<file path="src/rtl/board_ctl_pkg.sv">
// Shared constants and types for the tic-tac-toe board controller.
package board_ctl_pkg;

    // Grid boundaries (inclusive), in pixels.
    localparam logic [11:0] C1_END = 12'd339;
    localparam logic [11:0] C2_BEG = 12'd343;
    localparam logic [11:0] C2_END = 12'd681;
    localparam logic [11:0] C3_BEG = 12'd685;
    localparam logic [11:0] C3_END = 12'd1023;
    localparam logic [11:0] R1_END = 12'd251;
    localparam logic [11:0] R2_BEG = 12'd258;
    localparam logic [11:0] R2_END = 12'd509;
    localparam logic [11:0] R3_BEG = 12'd516;
    localparam logic [11:0] R3_END = 12'd767;

    // Colour words handed to the square draw stages.
    localparam logic [11:0] P0_COLOR = 12'h000;
    localparam logic [11:0] P1_COLOR = 12'hff0;

    // Winner encodings.
    localparam logic [1:0] WIN_NONE = 2'b00;
    localparam logic [1:0] WIN_P0   = 2'b01;
    localparam logic [1:0] WIN_P1   = 2'b10;
    localparam logic [1:0] WIN_DRAW = 2'b11;

    // Square index meaning "not on any square".
    localparam logic [3:0] IDX_NONE = 4'hF;

    typedef enum logic [1:0] {
        StIdle,
        StDecode,
        StUpdate,
        StCheck
    } state_e;

    // Map one coordinate to a band 0..2, or 3 when it falls in a gap or past the grid.
    function automatic logic [1:0] coord_band(
        input logic [11:0] v,
        input logic [11:0] end0,
        input logic [11:0] beg1,
        input logic [11:0] end1,
        input logic [11:0] beg2,
        input logic [11:0] end2
    );
        if (v <= end0) begin
            return 2'd0;
        end else if (v >= beg1 && v <= end1) begin
            return 2'd1;
        end else if (v >= beg2 && v <= end2) begin
            return 2'd2;
        end
        return 2'd3;
    endfunction

endpackage

</file>
<file path="src/rtl/board_ctl_if.sv">
// Mouse/control inputs and board-state outputs of the board controller.
interface board_ctl_if;
    logic [11:0]  mouse_xpos;
    logic [11:0]  mouse_ypos;
    logic         mouse_left;
    logic         start_en;
    logic         choice_en;
    logic         new_game;
    logic [8:0]   square;
    logic [107:0] square_color;
    logic         turn;
    logic         game_over;
    logic [1:0]   winner;

    modport master (
        output mouse_xpos, mouse_ypos, mouse_left, start_en, choice_en, new_game,
        input  square, square_color, turn, game_over, winner
    );

    modport slave (
        input  mouse_xpos, mouse_ypos, mouse_left, start_en, choice_en, new_game,
        output square, square_color, turn, game_over, winner
    );
endinterface

</file>
<file path="src/rtl/board_ctl_click_decode.sv">
// Combinational mapping of a pixel position to a square index (row-major, IDX_NONE = off-grid).
module click_decode
    import board_ctl_pkg::*;
(
    input  logic [11:0] xpos,
    input  logic [11:0] ypos,
    output logic [3:0]  idx
);

    logic [1:0] col;
    logic [1:0] row;

    // Column/row band lookup, then combine into a 0..8 index.
    always_comb begin
        col = coord_band(xpos, C1_END, C2_BEG, C2_END, C3_BEG, C3_END);
        row = coord_band(ypos, R1_END, R2_BEG, R2_END, R3_BEG, R3_END);
        if (col == 2'd3 || row == 2'd3) begin
            idx = IDX_NONE;
        end else begin
            idx = {2'b00, row} * 4'd3 + {2'b00, col};
        end
    end

endmodule

</file>
<file path="src/rtl/board_ctl.sv">
// Tic-tac-toe game-state controller: click capture, square marking, turn and win/draw tracking.
module board_ctl
    import board_ctl_pkg::*;
(
    input logic        pclk,
    input logic        rst,
    board_ctl_if.slave bus
);

    // One mask per line: 3 rows, 3 columns, 2 diagonals (bit k = square k+1).
    localparam logic [7:0][8:0] LINE_MASK = {
        9'h054, 9'h111, 9'h124, 9'h092, 9'h049, 9'h1C0, 9'h038, 9'h007
    };

    state_e      state_q, state_d;
    logic        left_q;
    logic [11:0] x_q, x_d;
    logic [11:0] y_q, y_d;
    logic [3:0]  idx_q, idx_d;
    logic [8:0]  square_q, square_d;
    logic [8:0]  owner_q, owner_d;   // 1 = player 1 owns the square
    logic        turn_q, turn_d;
    logic        over_q, over_d;
    logic [1:0]  winner_q, winner_d;

    logic        click;
    logic        play_en;
    logic [3:0]  dec_idx;
    logic        win0;
    logic        win1;
    logic [107:0] color;

    assign play_en = bus.start_en & ~bus.choice_en;
    assign click   = bus.mouse_left & ~left_q;

    click_decode u_click_decode (
        .xpos (x_q),
        .ypos (y_q),
        .idx  (dec_idx)
    );

    // Button history for rising-edge detection; a held button yields one click.
    always_ff @(posedge pclk) begin
        if (rst) begin
            left_q <= 1'b0;
        end else begin
            left_q <= bus.mouse_left;
        end
    end

    // Line ownership on the registered board.
    always_comb begin
        win0 = 1'b0;
        win1 = 1'b0;
        for (int l = 0; l < 8; l++) begin
            if ((square_q & ~owner_q & LINE_MASK[l]) == LINE_MASK[l]) win0 = 1'b1;
            if ((square_q & owner_q & LINE_MASK[l]) == LINE_MASK[l]) win1 = 1'b1;
        end
    end

    // FSM next-state and board update; new_game overrides everything else.
    always_comb begin
        state_d  = state_q;
        x_d      = x_q;
        y_d      = y_q;
        idx_d    = idx_q;
        square_d = square_q;
        owner_d  = owner_q;
        turn_d   = turn_q;
        over_d   = over_q;
        winner_d = winner_q;

        unique case (state_q)
            StIdle: begin
                if (click && play_en && !over_q) begin
                    x_d     = bus.mouse_xpos;
                    y_d     = bus.mouse_ypos;
                    state_d = StDecode;
                end
            end
            StDecode: begin
                idx_d   = dec_idx;
                state_d = StUpdate;
            end
            StUpdate: begin
                for (int k = 0; k < 9; k++) begin
                    if (idx_q == 4'(k) && !square_q[k]) begin
                        square_d[k] = 1'b1;
                        owner_d[k]  = turn_q;
                        turn_d      = ~turn_q;
                    end
                end
                state_d = StCheck;
            end
            StCheck: begin
                // A completed line wins even when it is also the ninth move.
                if (win0) begin
                    over_d   = 1'b1;
                    winner_d = WIN_P0;
                end else if (win1) begin
                    over_d   = 1'b1;
                    winner_d = WIN_P1;
                end else if (&square_q) begin
                    over_d   = 1'b1;
                    winner_d = WIN_DRAW;
                end
                state_d = StIdle;
            end
            default: state_d = StIdle;
        endcase

        if (bus.new_game) begin
            state_d  = StIdle;
            square_d = '0;
            owner_d  = '0;
            turn_d   = 1'b0;
            over_d   = 1'b0;
            winner_d = WIN_NONE;
        end
    end

    // State registers.
    always_ff @(posedge pclk) begin
        if (rst) begin
            state_q  <= StIdle;
            x_q      <= '0;
            y_q      <= '0;
            idx_q    <= IDX_NONE;
            square_q <= '0;
            owner_q  <= '0;
            turn_q   <= 1'b0;
            over_q   <= 1'b0;
            winner_q <= WIN_NONE;
        end else begin
            state_q  <= state_d;
            x_q      <= x_d;
            y_q      <= y_d;
            idx_q    <= idx_d;
            square_q <= square_d;
            owner_q  <= owner_d;
            turn_q   <= turn_d;
            over_q   <= over_d;
            winner_q <= winner_d;
        end
    end

    // Per-square colour words; empty squares read as zero.
    always_comb begin
        color = '0;
        for (int k = 0; k < 9; k++) begin
            if (square_q[k]) color[12*k +: 12] = owner_q[k] ? P1_COLOR : P0_COLOR;
        end
    end

    assign bus.square       = square_q;
    assign bus.square_color = color;
    assign bus.turn         = turn_q;
    assign bus.game_over    = over_q;
    assign bus.winner       = winner_q;

endmodule

</file>
<file path="src/flat_wrapper.sv">
// flat-port wrapper written by rule: the top's interface ports become plain ports
module board_ctl_flat import board_ctl_pkg::*;
  (pclk, rst, bus_mouse_xpos, bus_mouse_ypos, bus_mouse_left, bus_start_en, bus_choice_en, bus_new_game, bus_square, bus_square_color, bus_turn, bus_game_over, bus_winner);
  board_ctl_if bus_i ();
  input logic pclk;
  input logic rst;
  input wire logic [$bits(bus_i.mouse_xpos)-1:0] bus_mouse_xpos;
  input wire logic [$bits(bus_i.mouse_ypos)-1:0] bus_mouse_ypos;
  input wire logic [$bits(bus_i.mouse_left)-1:0] bus_mouse_left;
  input wire logic [$bits(bus_i.start_en)-1:0] bus_start_en;
  input wire logic [$bits(bus_i.choice_en)-1:0] bus_choice_en;
  input wire logic [$bits(bus_i.new_game)-1:0] bus_new_game;
  output wire logic [$bits(bus_i.square)-1:0] bus_square;
  output wire logic [$bits(bus_i.square_color)-1:0] bus_square_color;
  output wire logic [$bits(bus_i.turn)-1:0] bus_turn;
  output wire logic [$bits(bus_i.game_over)-1:0] bus_game_over;
  output wire logic [$bits(bus_i.winner)-1:0] bus_winner;
  assign bus_i.mouse_xpos = bus_mouse_xpos;
  assign bus_i.mouse_ypos = bus_mouse_ypos;
  assign bus_i.mouse_left = bus_mouse_left;
  assign bus_i.start_en = bus_start_en;
  assign bus_i.choice_en = bus_choice_en;
  assign bus_i.new_game = bus_new_game;
  assign bus_square = bus_i.square;
  assign bus_square_color = bus_i.square_color;
  assign bus_turn = bus_i.turn;
  assign bus_game_over = bus_i.game_over;
  assign bus_winner = bus_i.winner;
  board_ctl u_core (.pclk(pclk), .rst(rst), .bus(bus_i));
endmodule
</file>
<file path="config.mk">
export PLATFORM = sky130hd
export DESIGN_NAME = board_ctl_flat
export DESIGN_NICKNAME = d
export VERILOG_FILES = /design/src/rtl/board_ctl_pkg.sv /design/src/rtl/board_ctl_if.sv /design/src/rtl/board_ctl_click_decode.sv /design/src/rtl/board_ctl.sv /design/src/flat_wrapper.sv
export SDC_FILE = /design/constraint.sdc
export NUM_CORES = 1
export LEC_CHECK = 0
export CORE_ASPECT_RATIO = 2
export CORE_MARGIN = 2
export CORE_UTILIZATION = 47
export CTS_CLUSTER_DIAMETER = 120
export DETAILED_ROUTE_END_ITERATION = 10
export PLACE_DENSITY = 0.9
export SYNTH_ARGS = -nofsm -noshare
export SYNTH_HDL_FRONTEND = slang
export SYNTH_HIERARCHICAL = 1
export SYNTH_SLANG_ARGS = --single-unit
export TNS_END_PERCENT = 30
</file>
<file path="constraint.sdc">
create_clock -name pclk -period 5.2 [get_ports pclk]
set_input_delay 0.52 -clock pclk [delete_from_list [all_inputs] [get_ports pclk]]
set_output_delay 0.52 -clock pclk [all_outputs]
set_load 0.01 [all_outputs]
</file>
; ---- Yosys cells after proc, flatten, opt, wreduce, memory -nomap -nowiden
; Cells that the tools add are included.
[classes]
n_eq_ne = 30
mul = 1
n_bitwise = 8
n_addsub = 1
magnitude_cmp = 10
reduce_logical = 44
n_mux = 66
[ops]
columns = operator, n
row1 = 12-bit two-way mux, 18
row2 = 3-bit equality test (second input constant), 16
row3 = 12-bit by 10-bit <= comparator with 1-bit output (second input constant), 3
row4 = 1-bit two-way mux, 34
row5 = 12-bit by 10-bit greater-or-equal comparator with 1-bit output (second input constant), 2
row6 = 12-bit by 9-bit greater-or-equal comparator with 1-bit output (second input constant), 2
row7 = 12-bit by 9-bit <= comparator with 1-bit output (second input constant), 2
row8 = 2-bit two-way mux, 12
row9 = 2-bit AND reduction, 12
row10 = 9-bit bitwise AND, 2
row11 = 4-bit by 3-bit equality test with 1-bit output (second input constant), 4
row12 = 1-bit logical AND, 15
row13 = 12-bit by 8-bit <= comparator with 1-bit output (second input constant), 1
row14 = 1-bit logical NOT, 10
row15 = 9-bit NOT, 1
row16 = 9-bit AND reduction, 1
row17 = 9-bit nonzero test, 1
row18 = 2-bit equality test (second input constant), 4
row19 = 4-bit by 2-bit equality test with 1-bit output (second input constant), 2
row20 = 2-bit one-hot mux with 4 select lines, 1
row21 = 4-bit by 2-bit adder with 4-bit output, 1
row22 = 4-bit by 1-bit equality test with 1-bit output (second input constant), 1
row23 = 4-bit equality test (second input constant), 1
row24 = 4-bit logical NOT, 1
row25 = other kinds (10), 13
[word_totals]
output_inout_bits = 121
regBits = 53

; ---- Longest topological paths before layout
[depth]
word_depth = 13
ltp_mapped = 11

; ---- Modules after synthesis
; The synthesis kept the hierarchy.
[by_module_without_submodules]
columns = module, area_each_um2, seq_area_each_um2, n_inst, cells_each
row1 = board_ctl, 3178.0, 1061.0, 1, 392
row2 = click_decode, 349.1, 0.0, 1, 47

; ---- Worst setup path before layout
; OpenSTA, ideal clock, no wires.
[synth_timing]
kind = reg-to-reg
startpoint = register u_core.y_q[5]
endpoint = register u_core.idx_q[2]
t_arrival_ns = 2.524
n_path_buf = 0
stages_incl_launch_ff = 12
setup_ns = 0.131
path_slack_ns = 2.545
t_required_ns = 5.069
synth_period_minus_slack_ns = 2.655
path_cell_list = dfxtp_1 and4_1 nand3_1 mux2i_1 or4_1 fa_1 ha_1 fa_1 nor2_1 o21ai_1 nand2_1 o211ai_1
[synth_via]
elab_chain_len = 9
elab_cells_between_ends = 18
[synth_lines]
columns = element, line
row1 = "start, declared", board_ctl.sv:18  ; logic [11:0] y_q, y_d;
row2 = "start signal, assigned", board_ctl.sv:137  ; y_q <= y_d;
row3 = 12-bit by 10-bit greater-or-equal comparator with 1-bit output / 12-bit by 10-bit <= comparator with 1-bit output (equally long branches), board_ctl_pkg.sv:49  ; end else if (v >= beg2 && v <= end2) begin
row4 = 1-bit logical AND, board_ctl_pkg.sv:49
row5 = 1-bit two-way mux, board_ctl_pkg.sv:49
row6 = 1-bit two-way mux, board_ctl_pkg.sv:47  ; end else if (v >= beg1 && v <= end1) begin
row7 = 1-bit two-way mux, board_ctl_pkg.sv:45  ; if (v <= end0) begin
row8 = 2-bit two-way mux (*), board_ctl_pkg.sv:52  ; return 2'd3;
row9 = 2-bit by 2-bit multiplier with 4-bit output / 2-bit equality test (equally long branches), "board_ctl_click_decode.sv:20, board_ctl_click_decode.sv:17"
row10 = 4-bit by 2-bit adder with 4-bit output / 1-bit logical OR (equally long branches), "board_ctl_click_decode.sv:20, board_ctl_click_decode.sv:17"
row11 = 4-bit two-way mux (*), board_ctl_click_decode.sv:17  ; if (col == 2'd3 || row == 2'd3) begin
row12 = named net u_core.dec_idx[2], board_ctl.sv:28  ; logic [3:0] dec_idx;
row13 = "end signal, assigned", board_ctl.sv:138  ; idx_q <= idx_d;
row14 = "end, declared", board_ctl.sv:19  ; logic [3:0] idx_q, idx_d;
; Mark *: on every way through the listed nets, which the timed path passes. The rest lies on a longest branch.
; A chain may end at the register's enable or synchronous reset.

; ---- Worst setup path in the final report
; Same ends and word-level chain as after synthesis.

==> report_table.html <==
<table>
<tr><th>Metric</th><th>Value</th></tr>
<tr><th colspan="2">Clock tree</th></tr>
<tr><td>Setup Fix Bufs, Post-CTS</td><td>0</td></tr>
<tr><td>Clock tree from TritonCTS</td><td>yes</td></tr>
<tr><td>Maximum clock path buffer count</td><td>2</td></tr>
<tr><td>Clock root buffer</td><td>clkbuf_16</td></tr>
<tr><td>Quantity of hold-fixing buffers added after cts</td><td>0</td></tr>
<tr><td>Clock sink count</td><td>52</td></tr>
<tr><td>Latest clock arrival within the worst-skew pair</td><td>0.28 ns</td></tr>
<tr><td>Number of buffers created by CTS</td><td>5</td></tr>
<tr><td>Number of cells upsized or downsized after cts</td><td>0</td></tr>
<tr><td>Clock transition time at the flip-flop clock pins of the worst setup and hold paths</td><td>0.06 ns</td></tr>
<tr><td>Number of H-tree levels</td><td>2</td></tr>
<tr><th colspan="2">Die</th></tr>
<tr><td>Placeable core region</td><td>0.00721 sq mm</td></tr>
<tr><td>Total number of placement rows</td><td>44</td></tr>
<tr><td>Width of the die</td><td>65.0 um</td></tr>
<tr><td>Starting utilization of the core area</td><td>0.485</td></tr>
<tr><td>I/O pins</td><td>151</td></tr>
<tr><td>Full die area</td><td>0.00818 sq mm</td></tr>
<tr><td>Vertical extent of the die</td><td>126 um</td></tr>
<tr><th colspan="2">Min path</th></tr>
<tr><td>Class of the most critical hold timing path</td><td>reg -&gt; reg</td></tr>
<tr><th colspan="2">Pwr</th></tr>
<tr><td>VDD IR-drop max</td><td>225 uV</td></tr>
<tr><td>Leakage</td><td>1.53 nW</td></tr>
<tr><td>Power per standard cell area</td><td>192 mW/mm^2</td></tr>
<tr><th colspan="2">STA</th></tr>
<tr><td>Final count of pins violating max slew</td><td>0</td></tr>
<tr><td>Worst setup slack after layout</td><td>2.39 ns</td></tr>
<tr><td>Share of the clock period used by the worst path</td><td>0.541</td></tr>
<tr><td>Worst max-slew margin expressed relative to the limit</td><td>0.407</td></tr>
<tr><td>Endpoints failing setup</td><td>0</td></tr>
<tr><td>Transition time at the pin with the least slew margin</td><td>0.887 ns</td></tr>
<tr><td>Worst Clk Skew</td><td>0.00350 ns</td></tr>
<tr><td>Tmin final</td><td>2.81 ns</td></tr>
<tr><td>Highest achievable clock rate</td><td>0.356 GHz</td></tr>
<tr><td>Final sum of negative setup slack</td><td>0 ns</td></tr>
<tr><td>Min Hold Slack</td><td>0.456 ns</td></tr>
<tr><td>Final hold violation count</td><td>0</td></tr>
<tr><td>Setup repair after global routing missed its margin</td><td>false</td></tr>
<tr><th colspan="2">Synthesis</th></tr>
<tr><td>Cell area after synthesis</td><td>0.00349 sq mm</td></tr>
<tr><td>Syn Inst Count</td><td>435</td></tr>
<tr><td>Synthesis Warnings</td><td>6</td></tr>
<tr><td>Post-Syn Area per Cell</td><td>8.03 sq um</td></tr>
<tr><th colspan="2">Global route</th></tr>
<tr><td>Global-route congestion overflow total</td><td>0</td></tr>
<tr><td>Pin count of the biggest net entering global routing</td><td>28</td></tr>
<tr><td>Number of global-route vias before repair</td><td>2650</td></tr>
<tr><td>Global-route wire length before repair</td><td>11800 um</td></tr>
<tr><td>Antenna violations before repair</td><td>0</td></tr>
<tr><td>Global Route Usage Sum</td><td>0.178</td></tr>
<tr><th colspan="2">Finish</th></tr>
<tr><td>Ant. Diodes</td><td>0</td></tr>
<tr><td>Fraction of layout instances using a drive strength above 1</td><td>0.0446</td></tr>
<tr><td>Final instance area</td><td>0.00418 sq mm</td></tr>
<tr><td>Commonest cells after routing, fill and taps aside</td><td>clkdlybuf4s50_1, nand2_1, dfxtp_1</td></tr>
<tr><td># fillers</td><td>644</td></tr>
<tr><td>Final Instance Count excl. Fillers</td><td>563</td></tr>
<tr><td>Most common cell after layout, fill and taps aside</td><td>clkdlybuf4s50_1</td></tr>
<tr><td>Number of nets in the final layout</td><td>511</td></tr>
<tr><td>Layout area overhead</td><td>19.5%</td></tr>
<tr><th colspan="2">Status</th></tr>
<tr><td>Outcome</td><td>finished clean</td></tr>
<tr><th colspan="2">Detailed routing</th></tr>
<tr><td>Wire length after detailed routing</td><td>7240 um</td></tr>
<tr><td>Mean number of vias per cell</td><td>5.18</td></tr>
<tr><td>Total number of vias</td><td>2918</td></tr>
<tr><td>1st-iter DRT viols</td><td>212</td></tr>
<tr><td>Number of nets still failing antenna checks after routing</td><td>0</td></tr>
<tr><td>DRC Markers</td><td>0</td></tr>
<tr><td>Count of TritonRoute iterations in the first routing pass</td><td>4</td></tr>
<tr><td>Drt wl/cell</td><td>12.9 um</td></tr>
<tr><th colspan="2">Worst setup path</th></tr>
<tr><td>Ordered cell list for the critical path</td><td>and4_1 -&gt; nand3_1 -&gt; mux2i_1 -&gt; or4_1 -&gt; fa_1 -&gt; ha_1 -&gt; fa_1 -&gt; nor2_1 -&gt; o21ai_1 -&gt; nand2_1 -&gt; o211ai_1</td></tr>
<tr><td>Signal arrival time at the worst endpoint</td><td>2.97 ns</td></tr>
<tr><td>Kind of launch point of the worst setup path</td><td>register</td></tr>
<tr><td>Slowest stage cell on the critical path</td><td>fa_1</td></tr>
<tr><td>Worst path max stage delay</td><td>0.53 ns</td></tr>
<tr><td>Worst reg2reg setup slack</td><td>2.39 ns</td></tr>
<tr><td>Type of destination of the critical path</td><td>register</td></tr>
<tr><td>Critical path required time</td><td>5.36 ns</td></tr>
<tr><td>Worst Setup Path Type</td><td>reg -&gt; reg</td></tr>
<tr><td>Maximum fanout along the worst path</td><td>3</td></tr>
<tr><td>Cell mode on critical path</td><td>fa_1</td></tr>
<tr><th colspan="2">Placement</th></tr>
<tr><td>Port bufs</td><td>113</td></tr>
<tr><td>Estimated wirelength of the detail-placed design</td><td>5680 um</td></tr>
<tr><td>Area post-placement</td><td>0.00404 sq mm</td></tr>
<tr><td>Post-placement setup slack</td><td>2.37 ns</td></tr>
<tr><td>GP Congestion</td><td>0.907</td></tr>
<tr><td>Number of instances in the placed design</td><td>556</td></tr>
<tr><th colspan="2">Run</th></tr>
<tr><td>Count of max-cap constraint violations</td><td>0</td></tr>
</table>
[flip-flops by register name, indices dropped and copies added (netlist names)]
signal                count
u_core/idx_q              4
u_core/state_q            2
u_core/left_q             1
u_core/bus.winner         2
u_core/bus.game_over      1
u_core/bus.square         9
u_core/x_q               12
u_core/y_q               11
u_core/owner_q            9
u_core/bus.turn           1
[power breakdown]
part	total, mW	internal [mW]	switching, mW
clock	0.304	0.175	0.129
sequential	0.414	0.405	0.00822
combinational	0.0828	0.0370	0.0459
[cell type report]
class / instances / area [sq um] / area share
Sequential cell: 52 / 1040 / 0.249
Clock inverter: 1 / 5.00 / 0.00120
Timing Repair Buffer: 113 / 1130 / 0.271
Clock buffer: 6 / 129 / 0.0309
Multi-Input combinational cell: 289 / 1720 / 0.411
Tap cell: 92 / 115 / 0.0276
Inverter: 10 / 37.5 / 0.00899
[critical path, delay by kind of cell (launching register included)]
family          cells  cell delay, ns
fa+ha+maj           3            1.18
simple gates        5            0.97
flops               1            0.32
compound gates      2            0.15
mux                 1            0.07
[final timing paths]
check,start,to,cells after the start
max,u_core/y_q[5],u_core/idx_q[2],11
min,u_core/y_q[1],u_core/y_q[1],2
max reg2reg,u_core/y_q[5],u_core/idx_q[2],11
min reg2reg,u_core/y_q[1],u_core/y_q[1],2
[layer usage]
layer | up-vias | track usage | wire length, um
li1 | 1407 | - | -
met5 | - | 0 | 0
met2 | 132 | 0.341 | 4090
met3 | 23 | 0.0277 | 407
met1 | 1356 | 0.173 | 2490
met4 | 0 | 0.0939 | 253
[metrics by stage]
stage / total power, mW / utilization
after floorplan: 0.494 / -
after global placement: 0.500 / 0.560
after detailed placement: 0.505 / 0.560
after CTS: 0.809 / 0.579
after global routing: 0.839 / 0.579
final: 0.800 / 0.579
Power figures use the tool's default switching activity.
